### src/rtl/regfile_scoreboard_pkg.sv
// Shared constants and helpers for the register file with busy scoreboard.
// Optional build macro used across this slice: REGFILE_ZERO_REG_EN (hardwired zero register).
package regfile_scoreboard_pkg;

  localparam int DEFAULT_BIT_WIDTH = 32;
  localparam int DEFAULT_REG_WIDTH = 4;
  localparam int DEFAULT_NUM_READ  = 2;

  function automatic int regSize(input int regWidth);
    return 1 << regWidth;
  endfunction

  // Bit offset of a port's field inside a packed multi-port bus.
  function automatic int portOffset(input int port, input int width);
    return port * width;
  endfunction

endpackage

### src/rtl/regfile_scoreboard_if.sv
// Bus bundle between the pipeline stages and the register file / scoreboard.
// The master side drives writeback, reserve and read addresses; the slave is the register file.
interface regfile_scoreboard_if
  import regfile_scoreboard_pkg::*;
#(
  parameter int BIT_WIDTH = DEFAULT_BIT_WIDTH,
  parameter int REG_WIDTH = DEFAULT_REG_WIDTH,
  parameter int NUM_READ  = DEFAULT_NUM_READ
);
  localparam int REG_SIZE = regSize(REG_WIDTH);

  logic                          i_lock;
  logic                          i_we;
  logic [REG_WIDTH-1:0]          i_dr;
  logic [BIT_WIDTH-1:0]          i_din;
  logic                          i_rsv;
  logic [REG_WIDTH-1:0]          i_rsvDr;
  logic [NUM_READ*REG_WIDTH-1:0] i_sr;
  logic [NUM_READ*BIT_WIDTH-1:0] o_srOut;
  logic [NUM_READ-1:0]           o_srBusy;
  logic [REG_SIZE-1:0]           o_busyVec;

  modport master (
    output i_lock, i_we, i_dr, i_din, i_rsv, i_rsvDr, i_sr,
    input  o_srOut, o_srBusy, o_busyVec
  );

  modport slave (
    input  i_lock, i_we, i_dr, i_din, i_rsv, i_rsvDr, i_sr,
    output o_srOut, o_srBusy, o_busyVec
  );

endinterface

### src/rtl/regfile_busy_table.sv
// Per-register busy scoreboard: reserve sets, writeback clears, a same-edge reserve wins.
// With REGFILE_ZERO_REG_EN defined, entry 0 can never become busy.
module regfile_busy_table
  import regfile_scoreboard_pkg::*;
#(
  parameter int REG_WIDTH = DEFAULT_REG_WIDTH,
  parameter int REG_SIZE  = regSize(DEFAULT_REG_WIDTH)
) (
  input  logic                 clk,
  input  logic                 rst,
  input  logic                 i_lock,
  input  logic                 i_we,
  input  logic [REG_WIDTH-1:0] i_dr,
  input  logic                 i_rsv,
  input  logic [REG_WIDTH-1:0] i_rsvDr,
  output logic [REG_SIZE-1:0]  o_busyVec
);

  logic [REG_SIZE-1:0] r_busyVec;

  // The set is written after the clear so a new producer on the same register stays busy.
  always_ff @(posedge clk or posedge rst) begin
    if (rst) begin
      r_busyVec <= '0;
    end else if (i_lock) begin
      if (i_we)  r_busyVec[i_dr]    <= 1'b0;
      if (i_rsv) r_busyVec[i_rsvDr] <= 1'b1;
`ifdef REGFILE_ZERO_REG_EN
      r_busyVec[0] <= 1'b0;
`endif
    end
  end

  assign o_busyVec = r_busyVec;

endmodule

### src/rtl/regfile_scoreboard.sv
// Register file with N combinational read ports, write forwarding and a busy scoreboard.
// Build macro REGFILE_ZERO_REG_EN makes register 0 a hardwired zero.
module regfile_scoreboard
  import regfile_scoreboard_pkg::*;
#(
  parameter int BIT_WIDTH = DEFAULT_BIT_WIDTH,
  parameter int REG_WIDTH = DEFAULT_REG_WIDTH,
  parameter int NUM_READ  = DEFAULT_NUM_READ
) (
  input  logic                 clk,
  input  logic                 rst,
  regfile_scoreboard_if.slave  bus
);

  localparam int REG_SIZE = regSize(REG_WIDTH);

  logic [BIT_WIDTH-1:0]          r_regs [REG_SIZE];
  logic [REG_SIZE-1:0]           w_busyVec;
  logic [REG_WIDTH-1:0]          w_addr [NUM_READ];
  logic                          w_wbHit [NUM_READ];
  logic                          w_fwd [NUM_READ];
  logic [NUM_READ*BIT_WIDTH-1:0] w_srOut;
  logic [NUM_READ-1:0]           w_srBusy;
  logic                          w_writeEn;

`ifdef REGFILE_ZERO_REG_EN
  assign w_writeEn = bus.i_lock && bus.i_we && (bus.i_dr != '0);
`else
  assign w_writeEn = bus.i_lock && bus.i_we;
`endif

  always_ff @(posedge clk or posedge rst) begin
    if (rst) begin
      for (int k = 0; k < REG_SIZE; k++) r_regs[k] <= '0;
    end else if (w_writeEn) begin
      r_regs[bus.i_dr] <= bus.i_din;
    end
  end

  // A writeback hit always clears the busy flag; forwarding is additionally blocked for a hardwired zero.
  for (genvar g = 0; g < NUM_READ; g++) begin : gPort
    assign w_addr[g]  = bus.i_sr[portOffset(g, REG_WIDTH) +: REG_WIDTH];
    assign w_wbHit[g] = bus.i_we && (bus.i_dr == w_addr[g]);
`ifdef REGFILE_ZERO_REG_EN
    assign w_fwd[g]   = w_wbHit[g] && (w_addr[g] != '0);
`else
    assign w_fwd[g]   = w_wbHit[g];
`endif
  end

  always_comb begin
    w_srOut  = '0;
    w_srBusy = '0;
    for (int i = 0; i < NUM_READ; i++) begin
      w_srOut[portOffset(i, BIT_WIDTH) +: BIT_WIDTH] = w_fwd[i] ? bus.i_din : r_regs[w_addr[i]];
      w_srBusy[i] = w_busyVec[w_addr[i]] & ~w_wbHit[i];
    end
  end

  regfile_busy_table #(
    .REG_WIDTH (REG_WIDTH),
    .REG_SIZE  (REG_SIZE)
  ) uBusyTable (
    .clk       (clk),
    .rst       (rst),
    .i_lock    (bus.i_lock),
    .i_we      (bus.i_we),
    .i_dr      (bus.i_dr),
    .i_rsv     (bus.i_rsv),
    .i_rsvDr   (bus.i_rsvDr),
    .o_busyVec (w_busyVec)
  );

  assign bus.o_srOut   = w_srOut;
  assign bus.o_srBusy  = w_srBusy;
  assign bus.o_busyVec = w_busyVec;

endmodule

### src/flat_wrapper.sv
// flat-port wrapper written by rule: the top's interface ports become plain ports
module regfile_scoreboard_flat import regfile_scoreboard_pkg::*;
#(
  parameter int BIT_WIDTH = DEFAULT_BIT_WIDTH,
  parameter int REG_WIDTH = DEFAULT_REG_WIDTH,
  parameter int NUM_READ  = DEFAULT_NUM_READ
)
  (clk, rst, bus_i_lock, bus_i_we, bus_i_dr, bus_i_din, bus_i_rsv, bus_i_rsvDr, bus_i_sr, bus_o_srOut, bus_o_srBusy, bus_o_busyVec);
  regfile_scoreboard_if #(.BIT_WIDTH(BIT_WIDTH), .REG_WIDTH(REG_WIDTH), .NUM_READ(NUM_READ)) bus_i ();
  input  logic clk;
  input  logic rst;
  input wire logic [$bits(bus_i.i_lock)-1:0] bus_i_lock;
  input wire logic [$bits(bus_i.i_we)-1:0] bus_i_we;
  input wire logic [$bits(bus_i.i_dr)-1:0] bus_i_dr;
  input wire logic [$bits(bus_i.i_din)-1:0] bus_i_din;
  input wire logic [$bits(bus_i.i_rsv)-1:0] bus_i_rsv;
  input wire logic [$bits(bus_i.i_rsvDr)-1:0] bus_i_rsvDr;
  input wire logic [$bits(bus_i.i_sr)-1:0] bus_i_sr;
  output wire logic [$bits(bus_i.o_srOut)-1:0] bus_o_srOut;
  output wire logic [$bits(bus_i.o_srBusy)-1:0] bus_o_srBusy;
  output wire logic [$bits(bus_i.o_busyVec)-1:0] bus_o_busyVec;
  assign bus_i.i_lock = bus_i_lock;
  assign bus_i.i_we = bus_i_we;
  assign bus_i.i_dr = bus_i_dr;
  assign bus_i.i_din = bus_i_din;
  assign bus_i.i_rsv = bus_i_rsv;
  assign bus_i.i_rsvDr = bus_i_rsvDr;
  assign bus_i.i_sr = bus_i_sr;
  assign bus_o_srOut = bus_i.o_srOut;
  assign bus_o_srBusy = bus_i.o_srBusy;
  assign bus_o_busyVec = bus_i.o_busyVec;
  regfile_scoreboard #(.BIT_WIDTH(BIT_WIDTH), .REG_WIDTH(REG_WIDTH), .NUM_READ(NUM_READ)) u_core (.clk(clk), .rst(rst), .bus(bus_i));
endmodule
### config.mk
export PLATFORM = sky130hd
export DESIGN_NAME = regfile_scoreboard_flat
export DESIGN_NICKNAME = d
export VERILOG_FILES = /design/src/rtl/regfile_scoreboard_pkg.sv /design/src/rtl/regfile_scoreboard_if.sv /design/src/rtl/regfile_busy_table.sv /design/src/rtl/regfile_scoreboard.sv /design/src/flat_wrapper.sv
export SDC_FILE = /design/constraint.sdc
export NUM_CORES = 1
export LEC_CHECK = 0
export BUFFER_PORTS_ARGS = -buffer_cell sky130_fd_sc_hd__clkbuf_2
export CAP_MARGIN = 5
export CORE_ASPECT_RATIO = 0.8
export CORE_MARGIN = 5
export CORE_UTILIZATION = 40
export CTS_CLUSTER_SIZE = 30
export DETAILED_ROUTE_END_ITERATION = 10
export PLACE_DENSITY = 0.6
export SLEW_MARGIN = 40
export SYNTH_ARGS = -nofsm -noshare
export SYNTH_HDL_FRONTEND = slang
export SYNTH_SLANG_ARGS = --single-unit
### constraint.sdc
create_clock -name clk -period 22.3 [get_ports clk]
set_input_delay 2.23 -clock clk [delete_from_list [all_inputs] [get_ports clk]]
set_output_delay 2.23 -clock clk [all_outputs]
set_load 0.05 [all_outputs]
---- Word level (Yosys, flattened, before mapping) ----
Index checks and enable logic that the tools add are counted.
storage, ports and cells
  register bits after elaboration ......... 528
  bits in latches ......................... 0
  bits in writable memories ............... 0
  memory bits (read-only) ................. 0
  input bits .............................. 53
  memories ................................ 0
cells by class
  $add $sub $neg .......................... 0
  multiply operators ...................... 0
  div/mod/pow operators ................... 0
  order comparisons ....................... 10
  equal/unequal tests ..................... 2
  shifts and indexed selects .............. 0
  muxes and demuxes ....................... 22
  bitwise gates (word level) .............. 10
  reductions and logical operators ........ 6
operators with widths
  operator                                                           number
  bitwise mux 512 bit                                                1
  binary-select mux 32 bit (select 4 bit)                            2
  two-way mux 32 bit                                                 7
  demux 32 bit (select 4 bit)                                        1
  two-way mux 16 bit                                                 3
  less-than comparator 4 x 5 -> 1 bit, second input constant         4
  AND 16 bit                                                         1
  inverter 16 bit                                                    1
  bitwise OR 16 bit                                                  1
  greater-or-equal comparator 5 bit, second input constant           3
  inverter 4 -> 5 bit                                                3
  binary-select mux 1 bit (select 4 bit)                             2
  demux 1 bit (select 4 bit)                                         2
  == test 4 bit                                                      2
  greater-or-equal comparator 4 x 1 -> 1 bit, second input constant  2
  logical AND 1 bit                                                  6
  less-than comparator 5 x 1 -> 1 bit, second input constant         1
  two-way mux 1 bit                                                  4
  AND 1 bit                                                          2
  inverter 1 bit                                                     2

---- Longest topological paths before layout ----
  depth after elaboration ................. 10
  mapped depth ............................ 7

---- Hierarchy ----
From an unflattened synthesis, not the netlist that was laid out.
second synthesis, totals
  cells, all modules ...................... 1843
  area total of the unflattened synthesis .. 28487.3 µm²
by module, submodules not included
  module              times used  cells an instance  area an instance (µm²)  seq. area each (µm²)
  regfile_scoreboard  1           1771               27774.1                 12812.3
  regfile_busy_table  1           72                 713.2                   400.4

---- Least setup slack after synthesis ----
Ideal clock, no wire load.
  path kind ............................... input -> output
  from .................................... input bus_i_sr[1]
  to ...................................... output bus_o_srOut[22]
  data arrival time ....................... 3866 ps
  data required time ...................... 20070 ps
  slack ................................... 16204 ps
  cell stages on the path ................. 7
  cells stage by stage .................... buf_2 > buf_2 > clkbuf_1 > mux4_2 > a22oi_1 > nand2_1 > mux2_2
on the way
  word-level cells in the longest chain between the ends .. 5
  elaborated cells on any way between the ends .. 7
  those cells by class .................... eq/ne: 1; mux: 4; bitwise: 1; reduce/logical: 1
ends and longest elaborated chain
  element                                                 line                      RTL
  start, declared                                         flat_wrapper.sv:18        input wire logic [$bits(bus_i.i_sr)-1:0] bus_i_sr;
  inverter 4 -> 5 bit (not written as such)               regfile_scoreboard.sv:55  w_srOut[portOffset(i, BIT_WIDTH) +: BIT_WIDTH] = w_fwd[i] ? bus.i_din : r_regs[w_addr[i]];
  binary-select mux 32 bit (select 4 bit)                 regfile_scoreboard.sv:55
  two-way mux 32 bit (not written as such) (2 in series)  regfile_scoreboard.sv:55
  two-way mux 32 bit (*)                                  regfile_scoreboard.sv:55
  end, declared                                           flat_wrapper.sv:19        output wire logic [$bits(bus_i.o_srOut)-1:0] bus_o_srOut;
Every way passes the cells marked *; elsewhere a longest branch is shown, timed or not. The select of a mux whose other input is x is not followed.

---- Worst setup path in the final report ----
  from .................................... input bus_i_sr[1]
  to ...................................... output bus_o_srOut[31]
Same word-level chain as after synthesis.

==> metrics.md <==
| Metric | Value |
|---|---|
| Leak | 0.0139 uW |
| Core box area | 70500 sq um |
| Vias per cell | 6.12 |
| DRC viols | 0 |
| Largest net degree at the start of global routing | 90 |
| Fin crit share | 33.7% |
| Post-CTS Hold Buffers | 0 |
| DRT antenna net count | 0 |
| Mapped Nets | 1883 |
| GR peak layer | met2 |
| CTS Buf Count | 55 |
| Grt ovf | 0 |
| Initial antenna violation count | 0 |
| Minimum clock period | 7.52 ns |
| Htree depth | 2 |
| Top post-synthesis cells by count | 576 x mux2_2, 528 x dfrtp_1, 242 x mux4_2, 124 x a22oi_1, 87 x clkbuf_1 |
| Ports | 135 |
| Slew of the pin with the lowest slew margin | 0.873 ns |
| Top cell type by total area after synthesis | dfrtp_1 |
| IO buf count | 134 |
| Ant diodes | 0 |
| M3 GR Usage | 3.21% |
| Post-DR wirelength/cell | 27.9 um |
| PwrDens | 94.5 nW/um^2 |
| Iter 0 DRT Violations | 1233 |
| Die W | 308 um |
| Critical path cell sequence | buf_6 -> buf_16 -> buf_4 -> xnor2_1 -> nand2_1 -> nor4_4 -> buf_4 -> mux2_2 -> clkbuf_2 |
| Via count | 17.5k |
| Kind of critical path | in -> out |
| Worst min-delay path category | reg -> reg |
| Layout Nets | 1939 |
| EDFF count, synth | 0 |
| Crit path max fanout | 49 |
| Peak VDD IR | 0.0000594 V |
| MaxCap Viol Count | 0 |
| Hold path start | u_core.r_regs[207] |
| Yosys reg bits | 528 |
| CP max-delay cell | buf_4 |
| Critical Path End | bus_o_srOut[31] |
| Worst-path clk slew | 0.06 ns |
| Clock skew | 0 ns |
| CP max stage delay | 0.71 ns |
| Most frequent cell after synthesis | mux2_2 |
| Global-route wire length before repair | 123 mm |
| Cell depth of the worst flop-to-flop path | 1 |
| CTS tree | done |
| Max-slew violation count | 0 |
| Detailed placement HPWL | 45.1 mm |
| Required time worst endpoint | 20.07 ns |
| First-pass DRT Iterations | 7 |
| Fmax | 133 MHz |
| Slew margin rel. | 41.7% |
| # Post-CTS Setup Buffers | 0 |
| R2R Setup Slk | 21.50 ns |
| Row count | 87 |
| Clock tree root driver cell | clkbuf_16 |
| Starting Density | 40.4% |
| Synth top area share | 46.4% |
| Final wirelength | 79.9 mm |
| GP Congestion | 0.801 |
| Met1 global-route usage | 29.4% |
| Worst r2r src | u_core.r_regs[396] |
| Most common cell on crit path | buf_4 |
| Mapped Area | 28500 sq um |
| Mapped Cells | 1830 |
| Worst setup path start | bus_i_sr[1] |
| CP Launch Type | primary input |
| Layout cells sized above 1 | 58.2% |
| RSZ-0062 raised after global routing | false |
| R2r endpoint | u_core.r_regs[396] |
| Layout area overhead | 12.4% |
| Synth cell types | 30 |
| Vias in the first global route | 18.8k |
| Status | finished, final reports clean |
| Setup violators final | 0 |
| Post-DP Area | 30000 sq um |
| Fin area | 32000 sq um |
| Final hold vios | 0 |
| Clk sinks | 528 |
| Setup TNS Final | 0 ns |
| Synth Area per Inst | 15.6 sq um |
| Worst EP arrival | 5.29 ns |
| Synth warnings | 0 |
| Height of the die | 249 um |
| Met2 usage | 34.0% |
| Ys async rst share | 100% |
| Tot GR Track Use | 20.8% |
| Post-synth top flop | dfrtp_1 |
| Quantity of gates resized following cts | 0 |
| Clk buf depth | 3 |
| Crit. End Element | output pin |
| Die area | 76700 sq um |
| Seq/Total Area, Yosys | 46.4% |
| Final Util | 45.4% |
| Dominant cells by area after synthesis | dfrtp_1 46%, mux2_2 23%, mux4_2 19% |
| Latest clock arrival within the worst-skew pair | 0.60 ns |
area by class of cell:
class | count | area, sq um
repair buffers | 182 | 1180
clock inverters | 23 | 298
fillers | 6244 | 38500
clock buffers | 80 | 1680
well taps | 934 | 1170
flip-flops and latches | 528 | 13200
multi-input cells | 1115 | 14400
inverters | 4 | 22.5
sequential cells by signal, summed over array words and instances, names as in the netlist:
| signal | cells |
|---|---|
| u_core.r_regs | 512 |
| u_core.uBusyTable.o_busyVec | 16 |
kinds of logic after synthesis:
group                  share of synthesized area (%)
flip-flops                                      46.4
buffers and inverters                           3.37
XOR/XNOR                                       0.246
multiplexers                                    44.3
AND/OR/NAND/NOR                                 1.88
AO/OA/AOI/OAI                                   3.79
layout by cell type (no fill, tap or decap), drive strengths merged:
cell type	count
clkbuf	210
mux4	268
nand4b	3
mux2	576
o31ai	3
a22oi	124
bufinv	7
or4	1
clkinvlp	3
nand3	1
nand2	75
inv	4
clkinv	13
xnor2	2
nor4	3
nand4	2
xor2	6
nor2b	6
and2	2
buf	52
a32o	3
o21ai	19
dfrtp	528
nor2	13
nand2b	6
nor3	2
worst min path at each step:
stage                                    end  slack, ns  depth (start not counted)
final                     u_core.r_regs[207]       0.52                          1
after global routing      u_core.r_regs[414]       0.54                          1
after CTS                 u_core.r_regs[207]       0.52                          1
after detailed placement  u_core.r_regs[207]       0.51                          1
after global placement    u_core.r_regs[185]       0.50                          1
after floorplan           u_core.r_regs[207]       0.49                          1
worst max-delay path: cells and delay by family:
kind	cells	cell delay (ns)
buf+inv	5	2.01
mux	1	0.43
simple gates	2	0.26
xor+xnor	1	0.19
through the flow:
step                      hold WS [ns]  total power (uW)  instances  setup slack, ns
final                            0.522              3030       2866            14.78
after global placement           0.496              2010       2757            14.13
after detailed placement         0.507              2040       2761            14.39
after floorplan                  0.486              1860       1830             5.32
after global routing             0.538              3160       2866            14.54
after CTS                        0.522              3050       2864            14.40
routing by layer:
layer,wire length (um),share of wire [%],vias up
met5,0,0,-
met4,1750,2.2,0
met3,4180,5.2,122
met2,39000,49,544
met1,34900,44,9562
li1,-,-,7310
where the power goes:
part | internal [uW] | switching, uW
sequential | 1150 | 140
combinational | 379 | 361
clock | 602 | 396
No activity file was read; power rests on OpenSTA's default activity.
